### src/rtl/pipe_control_unit.sv
// rtl/pipe_control_unit.sv - pipelined MIPS control unit: ID decode, ID/EX, EX/MEM and MEM/WB control registers, multi-cycle mul hold.
// Optional extended opcodes (bne, andi, ori, slti, jal and the link_e port) are enabled by defining CTRL_EXT_ISA_EN.
module pipe_control_unit #(
  parameter int ALUC_W  = 3,
  parameter int MUL_LAT = 4
) (
  input  logic              clk,
  input  logic              rst,
  input  logic [5:0]        op_d,
  input  logic [5:0]        funct_d,
  input  logic              stall_d,
  input  logic              flush_e,
  output logic              branch_d,
  output logic              jump_d,
  output logic [ALUC_W-1:0] alu_control_e,
  output logic              alusrc_e,
  output logic              regdst_e,
  output logic              regwrite_e,
  output logic              regwrite_m,
  output logic              regwrite_w,
  output logic              memtoreg_e,
  output logic              memtoreg_m,
  output logic              memtoreg_w,
  output logic              memwrite_e,
  output logic              memwrite_m,
  output logic              mul_busy
`ifdef CTRL_EXT_ISA_EN
  ,
  output logic              link_e
`endif
);

  localparam logic [5:0] OP_RTYPE = 6'b000000;
  localparam logic [5:0] OP_LW    = 6'b100011;
  localparam logic [5:0] OP_SW    = 6'b101011;
  localparam logic [5:0] OP_BEQ   = 6'b000100;
  localparam logic [5:0] OP_ADDI  = 6'b001000;
  localparam logic [5:0] OP_J     = 6'b000010;
`ifdef CTRL_EXT_ISA_EN
  localparam logic [5:0] OP_BNE   = 6'b000101;
  localparam logic [5:0] OP_ANDI  = 6'b001100;
  localparam logic [5:0] OP_ORI   = 6'b001101;
  localparam logic [5:0] OP_SLTI  = 6'b001010;
  localparam logic [5:0] OP_JAL   = 6'b000011;
`endif

  localparam logic [5:0] FN_ADD = 6'b100000;
  localparam logic [5:0] FN_SUB = 6'b100010;
  localparam logic [5:0] FN_AND = 6'b100100;
  localparam logic [5:0] FN_OR  = 6'b100101;
  localparam logic [5:0] FN_SLT = 6'b101010;
  localparam logic [5:0] FN_MUL = 6'b011000;

  localparam logic [ALUC_W-1:0] ALU_ADD = ALUC_W'(3'b010);
  localparam logic [ALUC_W-1:0] ALU_SUB = ALUC_W'(3'b110);
  localparam logic [ALUC_W-1:0] ALU_AND = ALUC_W'(3'b000);
  localparam logic [ALUC_W-1:0] ALU_OR  = ALUC_W'(3'b001);
  localparam logic [ALUC_W-1:0] ALU_SLT = ALUC_W'(3'b111);
  localparam logic [ALUC_W-1:0] ALU_MUL = ALUC_W'(3'b011);

  localparam int               CNT_W    = (MUL_LAT > 1) ? $clog2(MUL_LAT) : 1;
  localparam logic [CNT_W-1:0] MUL_LOAD = CNT_W'(MUL_LAT - 1);

  logic [ALUC_W-1:0] dec_alu;
  logic              dec_alusrc;
  logic              dec_regdst;
  logic              dec_regwrite;
  logic              dec_memtoreg;
  logic              dec_memwrite;
  logic              dec_mul;
  logic              dec_link;
  logic [CNT_W-1:0]  mul_cnt;

  always_comb begin
    dec_alu      = ALU_ADD;
    dec_alusrc   = 1'b0;
    dec_regdst   = 1'b0;
    dec_regwrite = 1'b0;
    dec_memtoreg = 1'b0;
    dec_memwrite = 1'b0;
    dec_mul      = 1'b0;
    dec_link     = 1'b0;
    branch_d     = 1'b0;
    jump_d       = 1'b0;
    case (op_d)
      OP_RTYPE: begin
        dec_regwrite = 1'b1;
        dec_regdst   = 1'b1;
        case (funct_d)
          FN_ADD:  dec_alu = ALU_ADD;
          FN_SUB:  dec_alu = ALU_SUB;
          FN_AND:  dec_alu = ALU_AND;
          FN_OR:   dec_alu = ALU_OR;
          FN_SLT:  dec_alu = ALU_SLT;
          FN_MUL: begin
            dec_alu = ALU_MUL;
            dec_mul = 1'b1;
          end
          default: dec_alu = ALU_ADD;
        endcase
      end
      OP_LW: begin
        dec_regwrite = 1'b1;
        dec_alusrc   = 1'b1;
        dec_memtoreg = 1'b1;
      end
      OP_SW: begin
        dec_alusrc   = 1'b1;
        dec_memwrite = 1'b1;
      end
      OP_BEQ: begin
        branch_d = 1'b1;
        dec_alu  = ALU_SUB;
      end
      OP_ADDI: begin
        dec_regwrite = 1'b1;
        dec_alusrc   = 1'b1;
      end
      OP_J: jump_d = 1'b1;
`ifdef CTRL_EXT_ISA_EN
      OP_BNE: begin
        branch_d = 1'b1;
        dec_alu  = ALU_SUB;
      end
      OP_ANDI: begin
        dec_regwrite = 1'b1;
        dec_alusrc   = 1'b1;
        dec_alu      = ALU_AND;
      end
      OP_ORI: begin
        dec_regwrite = 1'b1;
        dec_alusrc   = 1'b1;
        dec_alu      = ALU_OR;
      end
      OP_SLTI: begin
        dec_regwrite = 1'b1;
        dec_alusrc   = 1'b1;
        dec_alu      = ALU_SLT;
      end
      OP_JAL: begin
        jump_d       = 1'b1;
        dec_regwrite = 1'b1;
        dec_link     = 1'b1;
      end
`endif
      default: dec_alu = '0;
    endcase
    // A non-decoding opcode is a full bubble, including the ALU code.
    if (!(dec_regwrite || dec_memwrite || branch_d || dec_alusrc)) dec_alu = '0;
  end

  assign mul_busy = (mul_cnt != '0);

  // ID/EX: a busy mul freezes EX and wins over flush/stall.
  always_ff @(posedge clk or posedge rst) begin
    if (rst) begin
      alu_control_e <= '0;
      alusrc_e      <= 1'b0;
      regdst_e      <= 1'b0;
      regwrite_e    <= 1'b0;
      memtoreg_e    <= 1'b0;
      memwrite_e    <= 1'b0;
`ifdef CTRL_EXT_ISA_EN
      link_e        <= 1'b0;
`endif
      mul_cnt       <= '0;
    end else if (mul_busy) begin
      mul_cnt <= mul_cnt - 1'b1;
    end else if (flush_e || stall_d) begin
      alu_control_e <= '0;
      alusrc_e      <= 1'b0;
      regdst_e      <= 1'b0;
      regwrite_e    <= 1'b0;
      memtoreg_e    <= 1'b0;
      memwrite_e    <= 1'b0;
`ifdef CTRL_EXT_ISA_EN
      link_e        <= 1'b0;
`endif
      mul_cnt       <= '0;
    end else begin
      alu_control_e <= dec_alu;
      alusrc_e      <= dec_alusrc;
      regdst_e      <= dec_regdst;
      regwrite_e    <= dec_regwrite;
      memtoreg_e    <= dec_memtoreg;
      memwrite_e    <= dec_memwrite;
`ifdef CTRL_EXT_ISA_EN
      link_e        <= dec_link;
`endif
      mul_cnt       <= dec_mul ? MUL_LOAD : '0;
    end
  end

`ifndef CTRL_EXT_ISA_EN
  logic unused_link;
  assign unused_link = dec_link;
`endif

  // EX/MEM takes bubbles while the mul is still occupying EX.
  always_ff @(posedge clk or posedge rst) begin
    if (rst) begin
      regwrite_m <= 1'b0;
      memtoreg_m <= 1'b0;
      memwrite_m <= 1'b0;
    end else if (mul_busy) begin
      regwrite_m <= 1'b0;
      memtoreg_m <= 1'b0;
      memwrite_m <= 1'b0;
    end else begin
      regwrite_m <= regwrite_e;
      memtoreg_m <= memtoreg_e;
      memwrite_m <= memwrite_e;
    end
  end

  always_ff @(posedge clk or posedge rst) begin
    if (rst) begin
      regwrite_w <= 1'b0;
      memtoreg_w <= 1'b0;
    end else begin
      regwrite_w <= regwrite_m;
      memtoreg_w <= memtoreg_m;
    end
  end

endmodule

### config.mk
export PLATFORM = sky130hd
export DESIGN_NAME = pipe_control_unit
export DESIGN_NICKNAME = d
export VERILOG_FILES = /design/src/rtl/pipe_control_unit.sv
export SDC_FILE = /design/constraint.sdc
export NUM_CORES = 1
export LEC_CHECK = 0
export CAP_MARGIN = 30
export CORE_ASPECT_RATIO = 0.9
export CORE_MARGIN = 4
export CORE_UTILIZATION = 40
export CTS_CLUSTER_DIAMETER = 120
export DETAILED_ROUTE_END_ITERATION = 12
export GPL_ROUTABILITY_DRIVEN = 0
export HOLD_SLACK_MARGIN = 0.02
export PLACE_DENSITY = 0.84
export SETUP_SLACK_MARGIN = 0.1
export SLEW_MARGIN = 20
export SYNTH_ARGS = -nofsm -noshare
export SYNTH_HDL_FRONTEND = slang
export SYNTH_SLANG_ARGS = --single-unit
### constraint.sdc
create_clock -name clk -period 2.3 [get_ports clk]
set_clock_uncertainty 0.2 [all_clocks]
set_input_delay 0.46 -clock clk [delete_from_list [all_inputs] [get_ports clk]]
set_output_delay 0.46 -clock clk [all_outputs]
set_load 0.005 [all_outputs]
## Word-level counts from Yosys, hierarchy flattened

Cells that the tools add are included.

| cells by class | value |
|---|---|
| add/sub/neg operators | 1 |
| eq/ne operators | 10 |
| mux-type cells | 24 |
| reduce and logical (&&, ||, !) cells | 9 |

Operators with widths:

| operator | count |
|---|---|
| $eq 6x6->1 const B | 6 |
| $mux 1 | 17 |
| $pmux 3 s5 | 1 |
| $pmux 3 s3 | 1 |
| $eq 6x2->1 const B | 1 |
| $eq 6x3->1 const B | 1 |
| $eq 6x4->1 const B | 1 |
| $eq 6x5->1 const B | 1 |
| $logic_not 6->1 | 1 |
| $mux 2 | 3 |
| $mux 3 | 2 |
| $reduce_or 3->1 | 2 |
| $logic_or 1x1->1 | 4 |
| $reduce_or 4->1 | 1 |
| $reduce_bool 2->1 | 1 |
| $sub 2x1->2 const B | 1 |

| word-level totals | value |
|---|---|
| register bits after elaboration | 15 |
| bits of input ports | 16 |
| output and inout port bits | 16 |
| word-level logic and storage cells | 56 |

## Longest topological paths before layout

Gate-level depths: netlist (run 1).

| logic depth | value |
|---|---|
| word-level depth | 8 |
| depth in mapped cells | 4 |
| gate-level depth less buffers | 4 |

## Worst setup path before layout (run 1)

No wires, ideal clock.

| timing | value |
|---|---|
| path kind | in2reg |
| from | input stall_d |
| to | register mul_cnt[0] |
| arrival | 1,532 ps |
| path slack | 485 ps |
| stages on the path | 3 |
| cell sequence | or4_4 > or4_4 > o21ai_0 |

| on the way | value |
|---|---|
| word-level cells in the longest chain between the ends | 3 |

Ends and longest elaborated chain:

| element | line | text |
|---|---|---|
| start: declaration | 11 | `input logic stall_d,` |
| $logic_or 1x1->1 | 169 | `end else if (flush_e \|\| stall_d) begin` |
| $mux 2 | 169 |  |
| $mux 2 | 167 | `end else if (mul_busy) begin` |
| end signal: assignment | 168 | `mul_cnt <= mul_cnt - 1'b1;` |
| end signal: assignment | 190 | `mul_cnt <= dec_mul ? MUL_LOAD : '0;` |
| end: declaration | 72 | `logic [CNT_W-1:0] mul_cnt;` |

Every way passes these cells.
A chain may end at the register's enable or synchronous reset.

## Final worst setup path (run 1)

| timing | value |
|---|---|
| from | input op_d[4] |
| to | register alu_control_e[1] |

| on the way | value |
|---|---|
| word-level cells in the longest chain between the ends | 8 |

Ends and longest elaborated chain:

| element | line | text |
|---|---|---|
| start: declaration | 9 | `input logic [5:0] op_d,` |
| $eq 6x6->1, or another cell as far along | 85 | `case (op_d)` |
| $reduce_or 3->1 (no line) | -- |  |
| $mux 1 | 85 |  |
| $logic_or 1x1->1 (3 in series) | 149 | `if (!(dec_regwrite \|\| dec_memwrite \|\| branch_d \|\| dec_alusrc)) dec_alu = '0;` |
| $mux 3 (*) | 149 |  |
| $mux 3 (*) | 169 |  |
| end signal: assignment | 181 | `alu_control_e <= dec_alu;` |
| end: declaration | 15 | `output logic [ALUC_W-1:0] alu_control_e,` |

Mark *: on every way between the ends. The rest lies on a longest branch, timed or not.

==> results.md, run 1 <==
- Status: completed
- Final Cycle Share: 91.5%
- CP bufs+invs: 9
- YS warnings: 0
- DRT Pass-1 Iters: 4
- R2r endpoint: mul_cnt[0]
- Max cap viols: 0
- Number of synthesized register bits: 15
- Most area-consuming cells after synthesis: dfrtp_1 (53%), a22o_1 (6.1%), nand2_1 (3.7%)
- Iter 0 DRT Violations: 9
- Root buffer cell: clkbuf_4
- Syn nets: 85
- Delay-heaviest family, CP: buffers and inverters
- WL final: 1980 um
- Die Wd: 52.5 um
- Synth async-reset ratio: 100%
- Post-Syn Area: 713 um^2
- Die Height: 48.1 um
- Hold path depth: 0
- Vias per cell: 5.20
- CP endpoint: alu_control_e[1]
- Final core utilization: 73.1%
- Psw: 0.000111 W
- Flop-to-flop setup slack: 0.40 ns
- Row count: 14
- Fill count: 134
- Max incr delay on CP: 0.26 ns
- Drt wl/cell: 13.4 um
- Clock power share: 30.0%
- Clock insertion delay at the later pin of the skew report: 0.28 ns
- Vias in the first global route: 738
- RSZ-0062 raised after global routing: no
- Num Clock Sinks: 15
- # setup viols final: 0
- Crit path time final: 2.10 ns
- Total track usage: 16.6%
- Peak VDD IR: 0.244 mV
- Die ar.: 2520 um^2
- Slowest stage cell, crit path: nor4b_2
- Syn_area_per_cell: 10.3 um^2
- Worst-Margin Slew: 0.523 ns
- Fmax: 0.475 GHz
- Primary FF master, synth: dfrtp_1
- CP Capture Type: flip-flop
- Most used cell, CP: buf_4
- Final ANT Viol Nets: 0
- Worst path cell trace: clkbuf_2, nor4b_2, nand2_1, buf_4, buf_4, buf_4, buf_4, buf_4, buf_4, buf_4, buf_4, o211ai_1, a22o_1
- Seq pwr share: 54.7%
- Clock Tree Buf Depth: 2
- Power Dens Cells: 394 nW/um^2
- Pint: 0.000374 W
- Gr ovfl total: 0
- Worst-path clk slew: 0.08 ns
- Final slew viol count: 0
- Number of flops mapped to enable cells by yosys: 0
- Ant diodes: 0
- Crit Path Max Fanout: 3
- Initial Utilization: 42.4%
- Area of the core: 1680 um^2
- Residual DRC: 0
- Worst R2R Path Depth: 3
- Crit. Startpoint: op_d[4]
- CP required: 2.32 ns
- Fin. Hold Viols: 0
- H-tree Lvls: 1
- Fin nets: 141
- Layout cell share with drive strength beyond 1: 28.2%
- DR vias: 770
- Largest net degree at the start of global routing: 16
- RR Startpoint: mul_cnt[1]
- Cell taking the most area after synthesis: dfrtp_1
- Sequential fraction of the synthesis area: 52.6%
- Number of cells on the critical path: 13
- # IOs: 32
- Crit path DAT: 2.12 ns
- Lkg Pwr: 0.595 nW
- Sw frac: 22.9%
- Comb power frac: 15.3%
- CTS tree: built
- Count leader, synth: dfrtp_1
- Library cells used by synthesis: 27
- Initial antenna violation count: 0
- Worst Hold Class: flip-flop to flip-flop
- Buffers on Ports: 31
- Yosys top cell area share: 52.6%
- First-pass GRT wire length: 2990 um
- Slew margin rel.: 65.1%
- Critical path class: input pin to flip-flop
- Hpwl dp: 1520 um
- Synth Instances: 69
- Setup crit start kind: input pin
- Area delta synth->final: 72.5%
- Sum Neg Setup Slack: 0 ns
- Inserted Clock Buffers: 3
- Commonest cells post-synth: dfrtp_1 (15), nand2_1 (7), a22o_1 (5), nor2_1 (5), inv_1 (4)
[kinds of logic (layout without fill, tap and decap cells)]
| family | after synthesis | after routing | synth area share [%] |
|---|---|---|---|
| and+or+nand+nor | 33 | 33 | 27.5 |
| AOI/OAI and AO/OA | 16 | 16 | 17.2 |
| DFF | 15 | 15 | 52.6 |
| buffers and inverters | 5 | 60 | 2.63 |
[flip-flops by register name, indices dropped and copies added (netlist names)]
signal,flops
memtoreg_m,1
regwrite_w,1
memwrite_m,1
memtoreg_e,1
memwrite_e,1
mul_cnt,2
alu_control_e,3
regwrite_e,1
regwrite_m,1
alusrc_e,1
regdst_e,1
memtoreg_w,1
[routing by layer]
metal	global-route usage [%]	routed length (um)	vias up
li1	-	-	369
met1	15.3	753	355
met2	34.4	1040	38
met3	3.74	143	8
met4	8.16	48	0
met5	0	0	-
[final cells by class]
class | count | area [um^2] | area share, %
Tap cell | 24 | 30.0 | 2.44
Multi-Input combinational cell | 49 | 340 | 27.7
Inverter | 5 | 18.8 | 1.53
Timing Repair Buffer | 51 | 439 | 35.7
Clock buffer | 4 | 26.3 | 2.14
Sequential cell | 15 | 375 | 30.5
[power groups by stage]
| stage | clock, W | combinational [W] | sequential [W] |
|---|---|---|---|
| 2_1_floorplan | 0 | 0.0000212 | 0.000270 |
| 3_3_place_gp | 0 | 0.0000692 | 0.000270 |
| 3_5_place_dp | 0 | 0.0000717 | 0.000270 |
| 4_1_cts | 0.000144 | 0.0000723 | 0.000265 |
| 5_1_grt | 0.000157 | 0.0000806 | 0.000265 |
| 6_report | 0.000145 | 0.0000742 | 0.000265 |
[placed cells by master, fill, tap and decap left out, types with 3 or more instances in the layout]
master | netlist | layout
clkdlybuf4s50_1 | 0 | 23
buf_4 | 0 | 20
dfrtp_1 | 15 | 15
nand2_1 | 7 | 7
a22o_1 | 5 | 5
inv_1 | 4 | 4
clkbuf_2 | 0 | 4
nor3_1 | 3 | 3
nor2_1 | 5 | 3
and2_1 | 3 | 3
clkbuf_4 | 0 | 3
dlygate4sd2_1 | 0 | 3
[through the flow]
| step | power, W | setup WS (ns) | hold slack, ns | area (um^2) | std cells |
|---|---|---|---|---|---|
| 6_report | 0.000485 | 0.197 | 0.180 | 1230 | 148 |
| 2_1_floorplan | 0.000291 | 0.485 | 0.161 | 713 | 69 |
| 3_3_place_gp | 0.000339 | -0.271 | 0.160 | 1130 | 134 |
| 4_1_cts | 0.000481 | 0.00231 | 0.186 | 1220 | 146 |
| 5_1_grt | 0.000503 | 0.121 | 0.198 | 1230 | 148 |
| 3_5_place_dp | 0.000342 | -0.355 | 0.168 | 1130 | 134 |
[worst min path at each step]
stage / from / end
after floorplan: rst / alu_control_e[0]
after CTS: memtoreg_m / memtoreg_w
after global routing: memtoreg_m / memtoreg_w
after detailed placement: memtoreg_m / memtoreg_w
final: memtoreg_m / memtoreg_w
after global placement: memtoreg_m / memtoreg_w
[repair_timing]
action / 4_1_cts / 5_1_grt
pin swaps: 5 / 5
hold buffers: 0 / 0
cloned: 0 / 0
endpoints found under the setup margin: 2 / 3
setup buffers: 8 / 2
resized for setup: 9 / 13
No activity file was read; power rests on OpenSTA's default activity.
==> inputs of run 2 (changes only) <==
--- a/config.mk
+++ b/config.mk
@@ -10,6 +10,7 @@
 export CORE_MARGIN = 4
 export CORE_UTILIZATION = 40
 export CTS_CLUSTER_DIAMETER = 120
+export CTS_CLUSTER_SIZE = 8
 export DETAILED_ROUTE_END_ITERATION = 12
 export GPL_ROUTABILITY_DRIVEN = 0
 export HOLD_SLACK_MARGIN = 0.02
==> constraint.sdc (replaced) <==
create_clock -name clk -period 2.1 [get_ports clk]
set_clock_uncertainty 0.2 [all_clocks]
set_input_delay 0.42 -clock clk [delete_from_list [all_inputs] [get_ports clk]]
set_output_delay 0.42 -clock clk [all_outputs]
set_load 0.005 [all_outputs]
==> results.md, run 2 (synthesized netlist as in run 1, its figures left out) <==
- Final Cycle Share: 94.0%
- Power Dens Cells: 423 nW/um^2
- Crit Path Max Fanout: 3
- Clock Tree Buf Depth: 2
- Initial Utilization: 42.4%
- Max cap viols: 0
- Total track usage: 17.5%
- Ant diodes: 0
- Status: completed
- Buffers on Ports: 31
- Worst Hold Endpoint: memtoreg_w
- Die Wd: 52.5 um
- Fin. Hold Viols: 0
- Largest Register: alu_control_e
- RR Startpoint: mul_cnt[1]
- Flop-to-flop setup slack: 0.22 ns
- Hold path depth: 0
- Inserted Clock Buffers: 3
- Sum Neg Setup Slack: 0 ns
- Residual DRC: 0
- Slew margin rel.: 65.4%
- Die ar.: 2520 um^2
- Gr ovfl total: 0
- Pwr Total: 0.000534 W
- Max FFs per register: 3
- Largest net degree at the start of global routing: 16
- Worst path cell trace: dlygate4sd2_1, nor2_2, nand2_2, buf_6, buf_4, buf_4, buf_4, buf_4, buf_4, buf_4, o211ai_1, a22o_1
- Fmax: 0.507 GHz
- Crit path time final: 1.97 ns
- Vias per cell: 5.22
- Max incr delay on CP: 0.26 ns
- Iter 0 DRT Violations: 4
- Worst-Margin Slew: 0.518 ns
- H-tree Lvls: 1
- First-pass GRT wire length: 3260 um
- Multi-input logic area: 357 um^2
- Peak VDD IR: 0.183 mV
- DRT Pass-1 Iters: 3
- Dpl cells: 136
- Fin nets: 142
- Worst R2R Path Depth: 3
- Worst Hold Class: flip-flop to flip-flop
- Row count: 14
- Initial antenna violation count: 0
- R2r endpoint: mul_cnt[0]
- Biggest regs: alu_control_e x3, mul_cnt x2
- RSZ-0062 raised after global routing: yes
- Commonest non-fill, non-tap cell in the layout: clkdlybuf4s50_1
- CTS tree: built
- DP Area: 1140 um^2
- Storage cell area: 375 um^2
- Num Clock Sinks: 15
- # IOs: 32
- # setup viols final: 0
- Slowest stage cell, crit path: dlygate4sd2_1
- Vias in the first global route: 798
- Crit path DAT: 1.99 ns
- Most used cell, CP: buf_4
- Layout cell share with drive strength beyond 1: 31.2%
- DR vias: 778
- Fill count: 139
- Root buffer cell: clkbuf_4
- Die Height: 48.1 um
- Lkg Pwr: 0.603 nW
- Most frequent cells in the layout: clkdlybuf4s50_1 (22), buf_4 (20), dfrtp_1 (15), nand2_1 (6), a22o_1 (5)
- Non-Filler Instances: 149
- Setup crit start kind: input pin
- Area delta synth->final: 76.8%
- Critical path class: input pin to flip-flop
- Final ANT Viol Nets: 0
- WL final: 2010 um
- Area of the core: 1680 um^2
- Hold Crit Start: memtoreg_m
- Hpwl dp: 1530 um
- Drt wl/cell: 13.5 um
- Worst-path clk slew: 0.09 ns
- CP Capture Type: flip-flop
- Final slew viol count: 0
- Post-route cell area: 1260 um^2
- Clock insertion delay at the later pin of the skew report: 0.27 ns
- CP required: 2.11 ns
-- run 2: per-stage QoR --
stage               setup WS [ns]  hold WS [ns]  utilization (%)
floorplan                   0.302         0.121                -
detailed placement         -0.466         0.171             68.0
global placement           -0.391         0.160             68.0
global route               0.0407         0.208             75.0
CTS                        0.0602         0.194             74.5
finish                      0.126         0.183             75.0
-- run 2: worst max-delay path by stage --
stage                    start               end  slack [ns]
global placement       op_d[4]            jump_d       -0.39
detailed placement     op_d[4]            jump_d       -0.47
global route           op_d[0]  alu_control_e[1]        0.04
finish                 op_d[0]  alu_control_e[1]        0.13
CTS                    op_d[2]  alu_control_e[2]        0.06
floorplan           mul_cnt[1]        mul_cnt[0]        0.30
-- run 2: routing by layer --
metal  vias to the layer above  wire, um  global-route usage [%]
met4                         0        26                    5.61
met5                         -         0                       0
met1                       374       778                    17.3
met2                        30      1100                    37.6
li1                        370         -                       -
met3                         4       106                    2.49
-- run 2: cell type report --
class | count | share of cell area [%]
clock buffers | 4 | 2.08
inverters | 5 | 1.49
multi-input cells | 49 | 28.3
flip-flops and latches | 15 | 29.8
well taps | 24 | 2.38
repair buffers | 52 | 36.0
-- run 2: worst max-delay path, delay by kind of cell --
kind / cells / cell delay, ns
AND/OR/NAND/NOR: 2 / 0.26
buffers and inverters: 8 / 1.10
AO/OA/AOI/OAI: 2 / 0.21
-- run 2: timing repair --
item | 4_1_cts | 5_1_grt
setup buffers | 9 | 0
hold buffers | 0 | 0
gates resized for setup | 22 | 12
pin swaps | 7 | 4
endpoints found under the hold margin | 0 | 0
endpoints found under the setup margin | 3 | 6
-- run 2: report_power, final --
part           total (W)  internal (W)  switching (W)
Combinational  0.0000876     0.0000496      0.0000380
Clock           0.000156     0.0000735      0.0000828
Sequential      0.000290      0.000290    0.000000562
==> inputs of run 3 (changes only) <==
--- a/config.mk
+++ b/config.mk
@@ -8,13 +8,13 @@
 export CAP_MARGIN = 30
 export CORE_ASPECT_RATIO = 0.9
 export CORE_MARGIN = 4
-export CORE_UTILIZATION = 40
+export CORE_UTILIZATION = 43
 export CTS_CLUSTER_DIAMETER = 120
 export CTS_CLUSTER_SIZE = 8
 export DETAILED_ROUTE_END_ITERATION = 12
 export GPL_ROUTABILITY_DRIVEN = 0
 export HOLD_SLACK_MARGIN = 0.02
-export PLACE_DENSITY = 0.84
+export PLACE_DENSITY_LB_ADDON = 0.25
 export SETUP_SLACK_MARGIN = 0.1
 export SLEW_MARGIN = 20
 export SYNTH_ARGS = -nofsm -noshare
==> constraint.sdc (replaced) <==
create_clock -name clk -period 2.34 [get_ports clk]
set_clock_uncertainty 0.2 [all_clocks]
set_input_delay 0.468 -clock clk [delete_from_list [all_inputs] [get_ports clk]]
set_output_delay 0.468 -clock clk [all_outputs]
set_load 0.005 [all_outputs]
==> results.md, run 3 (synthesized netlist as in run 1, its figures left out) <==
- Crit path DAT: 1.45 ns
- Gr ovfl total: 0
- Row count: 13
- Root buffer cell: clkbuf_4
- Fill count: 107
- Status: completed
- Final ANT Viol Nets: 0
- CP required: 1.67 ns
- Critical path class: input pin to primary output
- WL final: 1640 um
- Vias in the first global route: 740
- Clock Tree Buf Depth: 2
- Clock insertion delay at the later pin of the skew report: 0.28 ns
- Largest net degree at the start of global routing: 16
- Max cap viols: 0
- Die ar.: 2380 um^2
- Crit Path Max Fanout: 3
- RSZ-0062 raised after global routing: no
- Lkg Pwr: 0.567 nW
- Area of the core: 1510 um^2
- # setup viols final: 0
- Die Wd: 50.9 um
- # IOs: 32
- Worst-Margin Slew: 0.531 ns
- Layout cell share with drive strength beyond 1: 20.3%
- Drt wl/cell: 11.7 um
- Largest Register: alu_control_e
- Final slew viol count: 0
- Setup crit start kind: input pin
- Post-route cell area: 1190 um^2
- Num Clock Sinks: 15
- First-pass GRT wire length: 2820 um
- Commonest non-fill, non-tap cell in the layout: clkdlybuf4s50_1
- Fin. Hold Viols: 0
- Peak VDD IR: 0.253 mV
- Inserted Clock Buffers: 3
- Max FFs per register: 3
- Iter 0 DRT Violations: 4
- Worst Hold Class: flip-flop to flip-flop
- Die Height: 46.6 um
- Power Dens Cells: 400 nW/um^2
- CP Capture Type: primary output
- Ant diodes: 0
- Hpwl dp: 1360 um
- Flop-to-flop setup slack: 0.43 ns
- Initial antenna violation count: 0
- Final Cycle Share: 90.7%
- PnR worst setup slack: 0.218 ns
- Total track usage: 16.5%
- DRT Pass-1 Iters: 3
- Fin nets: 135
- Sum Neg Setup Slack: 0 ns
- Vias per cell: 5.10
- Crit path time final: 2.12 ns
- Biggest regs: alu_control_e x3, mul_cnt x2
- Setup WS pre-CTS: -0.282 ns
- DP Area: 1140 um^2
- CTS tree: built
- Residual DRC: 0
- Area delta synth->final: 66.8%
- H-tree Lvls: 1
- Most frequent cells in the layout: clkdlybuf4s50_1 (24), dfrtp_1 (15), buf_4 (14), nand2_1 (7), dlygate4sd2_1 (7)
- Slew margin rel.: 64.6%
- DR vias: 714
- Fmax: 0.471 GHz
- Initial Utilization: 47.1%
- Buffers on Ports: 31
- Worst-path clk slew: 0.09 ns
run 3: power by group:
part	total [W]	internal (W)	switching, W
Sequential	0.000260	0.000260	0.000000493
Clock	0.000144	0.0000635	0.0000806
Combinational	0.0000714	0.0000417	0.0000297
Total	0.000476	0.000365	0.000111
run 3: per-stage QoR:
step                std cells  utilization (%)  power, W  hold WS [ns]
global route              140             78.7  0.000497         0.197
global placement          134             75.4  0.000336         0.159
CTS                       140             78.5  0.000481         0.191
finish                    140             78.7  0.000476         0.185
detailed placement        134             75.4  0.000338         0.171
floorplan                  69                -  0.000286         0.169
run 3: layout make-up:
| class | count | area (um^2) | share of cell area [%] |
|---|---|---|---|
| clock buffers | 3 | 22.5 | 1.89 |
| clock inverters | 1 | 5.00 | 0.421 |
| inverters | 5 | 18.8 | 1.58 |
| multi-input cells | 49 | 334 | 28.1 |
| flip-flops and latches | 15 | 375 | 31.5 |
| well taps | 22 | 27.5 | 2.31 |
| repair buffers | 45 | 407 | 34.2 |
run 3: path summary, 6_finish.rpt:
kind	start	endpoint	depth (start not counted)
hold reg to reg	regwrite_m	regwrite_w	0
setup reg to reg	mul_cnt[1]	mul_cnt[0]	3
hold / removal	regwrite_m	regwrite_w	0
max in group asynchronous	rst	mul_cnt[0]	2
setup / recovery	op_d[2]	jump_d	4
min in group asynchronous	rst	memtoreg_m	2
run 3: metal layers:
layer  GRT usage [%]  part of all wire [%]
met1            16.9                    40
met2            32.1                    51
met3            1.29                   5.6
met4            11.3                   2.7
met5               0                     0
run 3: what timing repair did:
item	4_1_cts	5_1_grt
hold buffers	0	0
pin swaps	3	0
setup buffers	2	0
cloned	0	0
setup endpoints to repair	2	1
resized for setup	9	1
run 3: worst max-delay path, stage by stage:
cell           delay [ns]
dlygate4sd2_1        0.26
nor4_2               0.30
and3b_1              0.19
dlygate4sd2_1        0.23
